### src/rtl/addr_seq_if.sv
// Request and address-stream bundle between the data-control FSM, the address
// sequencer and the memory port.
interface addr_seq_if #(
  parameter int unsigned ADDR_W = 32,
  parameter int unsigned CNT_W  = 16
);
  logic              start;
  logic [1:0]        mode;
  logic [ADDR_W-1:0] offset;
  logic [CNT_W-1:0]  filesize;
  logic [ADDR_W-1:0] stride;
  logic              abort;
  logic              addr_ready;
  logic              addr_valid;
  logic [ADDR_W-1:0] addr;
  logic              addr_last;
  logic              busy;
  logic              done;
  logic              err;

  // Sequencer side
  modport master (
    input  start, mode, offset, filesize, stride, abort, addr_ready,
    output addr_valid, addr, addr_last, busy, done, err
  );

  // Controller / consumer side
  modport slave (
    output start, mode, offset, filesize, stride, abort, addr_ready,
    input  addr_valid, addr, addr_last, busy, done, err
  );
endinterface

### src/rtl/addr_seq_gen.sv
// Burst address sequencer: linear, bit-reversed (FFT) and strided address
// streams presented over a valid/ready handshake.
module addr_seq_gen #(
  parameter int unsigned ADDR_W    = 32,
  parameter int unsigned CNT_W     = 16,
  parameter int unsigned MAX_LOG2N = 12
) (
  input  logic         clk,
  input  logic         rst_n,
  addr_seq_if.master   bus
);

  localparam int unsigned LOG_W = $clog2(MAX_LOG2N + 1);
  localparam int unsigned MAX_N = 1 << MAX_LOG2N;

  localparam logic [1:0] MODE_LIN = 2'd0;
  localparam logic [1:0] MODE_REV = 2'd1;
  localparam logic [1:0] MODE_STR = 2'd2;
  localparam logic [1:0] MODE_RSV = 2'd3;

  typedef enum logic [1:0] {
    IDLE   = 2'd0,
    RUN    = 2'd1,
    FINISH = 2'd2
  } state_e;

  state_e            state_q, state_d;
  logic [1:0]        mode_q, mode_d;
  logic [ADDR_W-1:0] offset_q, offset_d;
  logic [CNT_W-1:0]  filesize_q, filesize_d;
  logic [ADDR_W-1:0] stride_q, stride_d;
  logic [LOG_W-1:0]  log2_q, log2_d;
  logic [CNT_W-1:0]  index_q, index_d;
  logic [ADDR_W-1:0] addr_q, addr_d;
  logic              addr_valid_q, addr_valid_d;
  logic              addr_last_q, addr_last_d;
  logic              busy_q, busy_d;
  logic              done_q, done_d;
  logic              err_q, err_d;

  logic [LOG_W-1:0]     log2_c;
  logic                 pow2_c;
  logic                 too_big_c;
  logic                 reject_c;
  logic                 xfer_c;
  logic [CNT_W-1:0]     idx_nxt_c;
  logic [MAX_LOG2N-1:0] rev_full_c;
  logic [MAX_LOG2N-1:0] rev_c;
  logic [ADDR_W-1:0]    addr_nxt_c;

  // Priority encoder on the requested size; only meaningful for powers of two
  always_comb begin
    log2_c = '0;
    for (int i = 0; i <= MAX_LOG2N; i++) begin
      if (bus.filesize[i]) log2_c = LOG_W'(i);
    end
  end

  assign pow2_c    = (bus.filesize != '0) &&
                     ((bus.filesize & (bus.filesize - CNT_W'(1))) == '0);
  assign too_big_c = bus.filesize > CNT_W'(MAX_N);
  assign reject_c  = (bus.mode == MODE_RSV) ||
                     ((bus.mode == MODE_REV) && (!pow2_c || too_big_c));
  assign xfer_c    = addr_valid_q && bus.addr_ready;

  // Reverse the full MAX_LOG2N-bit field, then shift down so only L bits remain
  assign idx_nxt_c  = index_q + CNT_W'(1);
  assign rev_full_c = {<<{idx_nxt_c[MAX_LOG2N-1:0]}};
  assign rev_c      = rev_full_c >> (LOG_W'(MAX_LOG2N) - log2_q);

  // Address for the following index; strided mode accumulates on addr_q
  always_comb begin
    addr_nxt_c = addr_q;
    case (mode_q)
      MODE_LIN: addr_nxt_c = offset_q + ADDR_W'(idx_nxt_c);
      MODE_REV: addr_nxt_c = offset_q + ADDR_W'(rev_c);
      MODE_STR: addr_nxt_c = addr_q + stride_q;
      default:  addr_nxt_c = addr_q;
    endcase
  end

  always_ff @(posedge clk) begin
    if (!rst_n) begin
      state_q      <= IDLE;
      mode_q       <= '0;
      offset_q     <= '0;
      filesize_q   <= '0;
      stride_q     <= '0;
      log2_q       <= '0;
      index_q      <= '0;
      addr_q       <= '0;
      addr_valid_q <= 1'b0;
      addr_last_q  <= 1'b0;
      busy_q       <= 1'b0;
      done_q       <= 1'b0;
      err_q        <= 1'b0;
    end else begin
      state_q      <= state_d;
      mode_q       <= mode_d;
      offset_q     <= offset_d;
      filesize_q   <= filesize_d;
      stride_q     <= stride_d;
      log2_q       <= log2_d;
      index_q      <= index_d;
      addr_q       <= addr_d;
      addr_valid_q <= addr_valid_d;
      addr_last_q  <= addr_last_d;
      busy_q       <= busy_d;
      done_q       <= done_d;
      err_q        <= err_d;
    end
  end

  always_comb begin
    state_d      = state_q;
    mode_d       = mode_q;
    offset_d     = offset_q;
    filesize_d   = filesize_q;
    stride_d     = stride_q;
    log2_d       = log2_q;
    index_d      = index_q;
    addr_d       = addr_q;
    addr_valid_d = addr_valid_q;
    addr_last_d  = addr_last_q;
    err_d        = 1'b0;

    case (state_q)
      IDLE: begin
        if (bus.start) begin
          mode_d     = bus.mode;
          offset_d   = bus.offset;
          filesize_d = bus.filesize;
          stride_d   = bus.stride;
          log2_d     = log2_c;
          index_d    = '0;
          addr_d     = bus.offset;
          if (bus.filesize == '0) begin
            state_d = FINISH;
          end else if (reject_c) begin
            err_d = 1'b1;
          end else begin
            state_d      = RUN;
            addr_valid_d = 1'b1;
            addr_last_d  = (bus.filesize == CNT_W'(1));
          end
        end
      end
      RUN: begin
        // Abort beats a concurrent final transfer: no done is produced
        if (bus.abort) begin
          state_d      = IDLE;
          addr_valid_d = 1'b0;
          addr_last_d  = 1'b0;
        end else if (xfer_c) begin
          if (addr_last_q) begin
            state_d      = FINISH;
            addr_valid_d = 1'b0;
            addr_last_d  = 1'b0;
          end else begin
            index_d     = idx_nxt_c;
            addr_d      = addr_nxt_c;
            addr_last_d = (idx_nxt_c == filesize_q - CNT_W'(1));
          end
        end
      end
      FINISH: begin
        state_d = IDLE;
      end
      default: begin
        state_d      = IDLE;
        addr_valid_d = 1'b0;
        addr_last_d  = 1'b0;
      end
    endcase

    busy_d = (state_d == RUN);
    done_d = (state_d == FINISH);
  end

  assign bus.addr_valid = addr_valid_q;
  assign bus.addr       = addr_q;
  assign bus.addr_last  = addr_last_q;
  assign bus.busy       = busy_q;
  assign bus.done       = done_q;
  assign bus.err        = err_q;

endmodule
### src/flat_wrapper.sv
// flat-port wrapper written by rule: the top's interface ports become plain ports
module addr_seq_gen_flat 
#(
  parameter int unsigned ADDR_W    = 32,
  parameter int unsigned CNT_W     = 16,
  parameter int unsigned MAX_LOG2N = 12
)
  (clk, rst_n, bus_start, bus_mode, bus_offset, bus_filesize, bus_stride, bus_abort, bus_addr_ready, bus_addr_valid, bus_addr, bus_addr_last, bus_busy, bus_done, bus_err);
  addr_seq_if #(.ADDR_W(ADDR_W), .CNT_W(CNT_W)) bus_i ();
  input  logic clk;
  input  logic rst_n;
  input wire logic [$bits(bus_i.start)-1:0] bus_start;
  input wire logic [$bits(bus_i.mode)-1:0] bus_mode;
  input wire logic [$bits(bus_i.offset)-1:0] bus_offset;
  input wire logic [$bits(bus_i.filesize)-1:0] bus_filesize;
  input wire logic [$bits(bus_i.stride)-1:0] bus_stride;
  input wire logic [$bits(bus_i.abort)-1:0] bus_abort;
  input wire logic [$bits(bus_i.addr_ready)-1:0] bus_addr_ready;
  output wire logic [$bits(bus_i.addr_valid)-1:0] bus_addr_valid;
  output wire logic [$bits(bus_i.addr)-1:0] bus_addr;
  output wire logic [$bits(bus_i.addr_last)-1:0] bus_addr_last;
  output wire logic [$bits(bus_i.busy)-1:0] bus_busy;
  output wire logic [$bits(bus_i.done)-1:0] bus_done;
  output wire logic [$bits(bus_i.err)-1:0] bus_err;
  assign bus_i.start = bus_start;
  assign bus_i.mode = bus_mode;
  assign bus_i.offset = bus_offset;
  assign bus_i.filesize = bus_filesize;
  assign bus_i.stride = bus_stride;
  assign bus_i.abort = bus_abort;
  assign bus_i.addr_ready = bus_addr_ready;
  assign bus_addr_valid = bus_i.addr_valid;
  assign bus_addr = bus_i.addr;
  assign bus_addr_last = bus_i.addr_last;
  assign bus_busy = bus_i.busy;
  assign bus_done = bus_i.done;
  assign bus_err = bus_i.err;
  addr_seq_gen #(.ADDR_W(ADDR_W), .CNT_W(CNT_W), .MAX_LOG2N(MAX_LOG2N)) u_core (.clk(clk), .rst_n(rst_n), .bus(bus_i));
endmodule
### config.mk
export PLATFORM = sky130hd
export DESIGN_NAME = addr_seq_gen_flat
export DESIGN_NICKNAME = d
export VERILOG_FILES = /design/src/rtl/addr_seq_if.sv /design/src/rtl/addr_seq_gen.sv /design/src/flat_wrapper.sv
export SDC_FILE = /design/constraint.sdc
export NUM_CORES = 1
export LEC_CHECK = 0
export BUFFER_PORTS_ARGS = -buffer_cell sky130_fd_sc_hd__buf_4
export CAP_MARGIN = 20
export CORE_ASPECT_RATIO = 0.5
export CORE_MARGIN = 1.5
export CORE_UTILIZATION = 64
export DETAILED_ROUTE_END_ITERATION = 16
export PLACE_DENSITY = 0.87
export SETUP_SLACK_MARGIN = 0.02
export SLEW_MARGIN = 15
export SYNTH_ARGS = -nofsm -noshare
export SYNTH_HDL_FRONTEND = slang
export SYNTH_SLANG_ARGS = --single-unit
### constraint.sdc
create_clock -name clk -period 7.8 [get_ports clk]
set_clock_uncertainty 0.15 [all_clocks]
set_input_delay 1.95 -clock clk [delete_from_list [all_inputs] [get_ports clk]]
set_output_delay 1.95 -clock clk [all_outputs]
set_load 0.005 [all_outputs]
==> flow_metrics.env <==
export IMPL_power_density_mw_per_mm2=192
export IMPL_synthArstFlopShare=0
export IMPL_switching_power_mw=0.636
export IMPL_leakagePower_nw=4.73
export IMPL_drtIter0Drc=1128
export IMPL_io_pins=124
export IMPL_hold_path_class="reg2reg"
export IMPL_n_antenna_cell=0
export IMPL_wirelength_um=30000
export IMPL_path_class="reg2reg"
export IMPL_worstSetupStartpointType="flip-flop"
export IMPL_synth_edf_count=0
export IMPL_final_cell_mix="263 x nand2_1, 167 x a21oi_1, 141 x dfxtp_1"
export IMPL_netlist_top_cell_by_area="dfxtp_1"
export IMPL_syn_inst=1317
export IMPL_holdWs_ns=0.314
export IMPL_path_clk_slew_ns=0.06
export IMPL_cts_buffer_depth=2
export IMPL_vias_per_cell=6.38
export IMPL_grt_start_max_net_pins=88
export IMPL_tightest_slew_ns=1.03
export IMPL_grt_usage=0.383
export IMPL_status="finished, final reports clean"
export IMPL_internal_power_mw=1.52
export IMPL_worstPathArrival_ns=5.71
export IMPL_end_kind="flip-flop"
export IMPL_htreeDepth=4
export IMPL_yosys_warnings=0
export IMPL_period_minus_slack_ns=5.59
export IMPL_dominantRegCellSynth="dfxtp_1"
export IMPL_place_congestion=0.952
export IMPL_syn_area_per_cell_um2=7.31
export IMPL_fmax_mhz=179
export IMPL_yosysUniqueCellTypes=65
export IMPL_fin_tns_setup_ns=0
export IMPL_finalCritPeriodShare=0.717
export IMPL_path_max_fanout=12
export IMPL_grt_pass1_wl_um=48700
export IMPL_drv_slew=0
export IMPL_switching_share=0.294
export IMPL_synth_nets=1456
export IMPL_ctsResizeCount=0
export IMPL_cts_setup_buffers=0
export IMPL_mostFrequentLayoutCell="nand2_1"
export IMPL_layout_nets=1534
export IMPL_root_buffer="clkbuf_16"
export IMPL_grt_overflow=0
export IMPL_core_mm2=0.0146
export IMPL_report_final_setup_viol=0
export IMPL_comb_power_share=0.201
export IMPL_cts_tree="done"
export IMPL_fill_cells=1083
export IMPL_crit_start="u_core.log2_q[0]$_SDFFE_PN0P_"
export IMPL_rows=31
export IMPL_clock_sinks=141
export IMPL_cp_required_ns=7.92
export IMPL_clockPowerShare=0.425
export IMPL_route_detailed_drc=0
export IMPL_detail_route_antenna_nets=0
export IMPL_max_vdd_ir_drop_mv=0.148
export IMPL_rsz0062_at_grt="no"
export IMPL_synth_area_leaders="dfxtp_1 29%, nand2_1 10%, a21oi_1 8.7%, ha_1 6.5%, xnor2_1 4.9%"
export IMPL_timing_final_hold_violations=0
export IMPL_synth_top_area_frac=0.293
export IMPL_dp_hpwl_um=21100
export IMPL_reg2reg_from="u_core.log2_q[0]$_SDFFE_PN0P_"
export IMPL_antenna_found_initial=0
export IMPL_ys_seq_elements=141
export IMPL_cts_hold_fix_buffers=0
export IMPL_die_area_mm2=0.0158
export IMPL_initial_core_util=0.660
export IMPL_slew_headroom=0.312
export IMPL_grt_pass1_vias=9798
export IMPL_cts_made_buffers=17
export IMPL_wl_per_cell_um=18.7
export IMPL_drv_cap=0
export IMPL_syn_area_mm2=0.00963
export IMPL_port_buffers=123
export IMPL_syn_to_final_growth_pct=17.0
export IMPL_die_y_um=89.7
export IMPL_vias=10200
export IMPL_final_seq_area_mm2=0.00282
export IMPL_synth_seq_area_share=0.293
export IMPL_min_from="u_core.stride_q[11]$_SDFFE_PN0P_"
export IMPL_power_frac_seq=0.374
export IMPL_drt_pre_antenna_iters=6
export IMPL_drive_gt1_frac=0.133
export IMPL_clock_latency_ns=0.43
export IMPL_multi_input_area_mm2=0.00645
export IMPL_chipWidth_um=176
==> Yosys cell counts (all sizes together) (24+ instances only) <==
library cell / count
a21oi: 167
clkbuf: 73
dfxtp: 141
ha: 50
inv: 24
nand2: 263
nand3: 34
nor2: 100
nor3: 26
o21ai: 66
xnor2: 54
xor2: 42
==> worst max-delay path, stage by stage, from the launching register on <==
cell and delay, ns:
dfxtp_1 0.53, inv_1 0.28, ha_1 0.59, inv_1 0.20, mux2i_1 0.24, mux2i_1 0.13
a221oi_1 0.30, a31oi_1 0.07, mux2i_1 0.20, ha_1 0.23, inv_1 0.07, fa_1 0.38
nor2b_1 0.18, o2111ai_1 0.16, a31o_2 0.26, a41oi_1 0.34, o21a_1 0.38, a31oi_1 0.14
a41o_1 0.23, a311oi_1 0.26, nor4_1 0.09
==> final cells by class <==
| class | count | area share |
|---|---|---|
| clock inverter | 11 | 0.0169 |
| inverter | 24 | 0.00811 |
| multi-input combinational | 1077 | 0.573 |
| clock buffer | 20 | 0.0405 |
| sequential | 141 | 0.251 |
| timing repair buffer | 134 | 0.0893 |
| tap | 198 | 0.0220 |
==> power by group through the flow <==
stage | combinational (mW) | sequential [mW] | clock (mW)
finish | 0.434 | 0.807 | 0.917
CTS | 0.425 | 0.805 | 0.916
floorplan | 0.281 | 0.808 | 0
detailed placement | 0.420 | 0.821 | 0
global placement | 0.408 | 0.819 | 0
global route | 0.474 | 0.811 | 0.948
==> per-stage QoR <==
stage | power [mW] | cells | worst slack (ns) | instance area (µm²) | util
2_1_floorplan | 1.09 | 1317 | 3.19 | 9630 | -
3_5_place_dp | 1.24 | 1574 | 2.40 | 10600 | 0.728
4_1_cts | 2.15 | 1605 | 2.29 | 11300 | 0.772
6_report | 2.16 | 1605 | 2.21 | 11300 | 0.772
5_1_grt | 2.23 | 1605 | 1.77 | 11300 | 0.772
3_3_place_gp | 1.23 | 1574 | 2.51 | 10600 | 0.728
==> cell families (layout without fill, tap and decap cells) <==
logic type / count (synthesis) / after routing / synth area share
adder cells (fa/ha/maj): 53 / 53 / 0.0702
AND/OR/NAND/NOR: 522 / 522 / 0.245
multiplexers: 17 / 17 / 0.0179
AO/OA/AOI/OAI: 389 / 389 / 0.247
buffers and inverters: 99 / 189 / 0.0386
flip-flops: 141 / 141 / 0.293
XOR/XNOR: 96 / 96 / 0.0874
==> sequential cells by signal, indices dropped and copies added (netlist names) <==
| register | cells |
|---|---|
| u_core.offset_q | 32 |
| u_core.bus.err | 1 |
| u_core.state_q | 2 |
| u_core.bus.addr_last | 1 |
| u_core.bus.addr_valid | 1 |
| u_core.bus.done | 1 |
| u_core.log2_q | 4 |
| u_core.bus.addr | 32 |
| u_core.filesize_q | 16 |
| u_core.stride_q | 32 |
| u_core.index_q | 16 |
| u_core.bus.busy | 1 |
| u_core.mode_q | 2 |
==> per-layer routing <==
metal,GRT usage,part of all wire,vias to the layer above
met5,0,0,-
met4,0.153,0.035,0
met3,0.0660,0.084,116
met2,0.632,0.46,513
met1,0.497,0.42,4780
li1,-,-,4835
==> final timing paths <==
check,endpoint,slack (ns),depth (start not counted)
setup / recovery,u_core.bus.addr[22]$_SDFFE_PN0P_,2.21,20
hold / removal,u_core.stride_q[11]$_SDFFE_PN0P_,0.31,2
hold reg to reg,u_core.stride_q[11]$_SDFFE_PN0P_,0.31,2
setup reg to reg,u_core.bus.addr[22]$_SDFFE_PN0P_,2.21,20
Power figures use the tool's default switching activity.
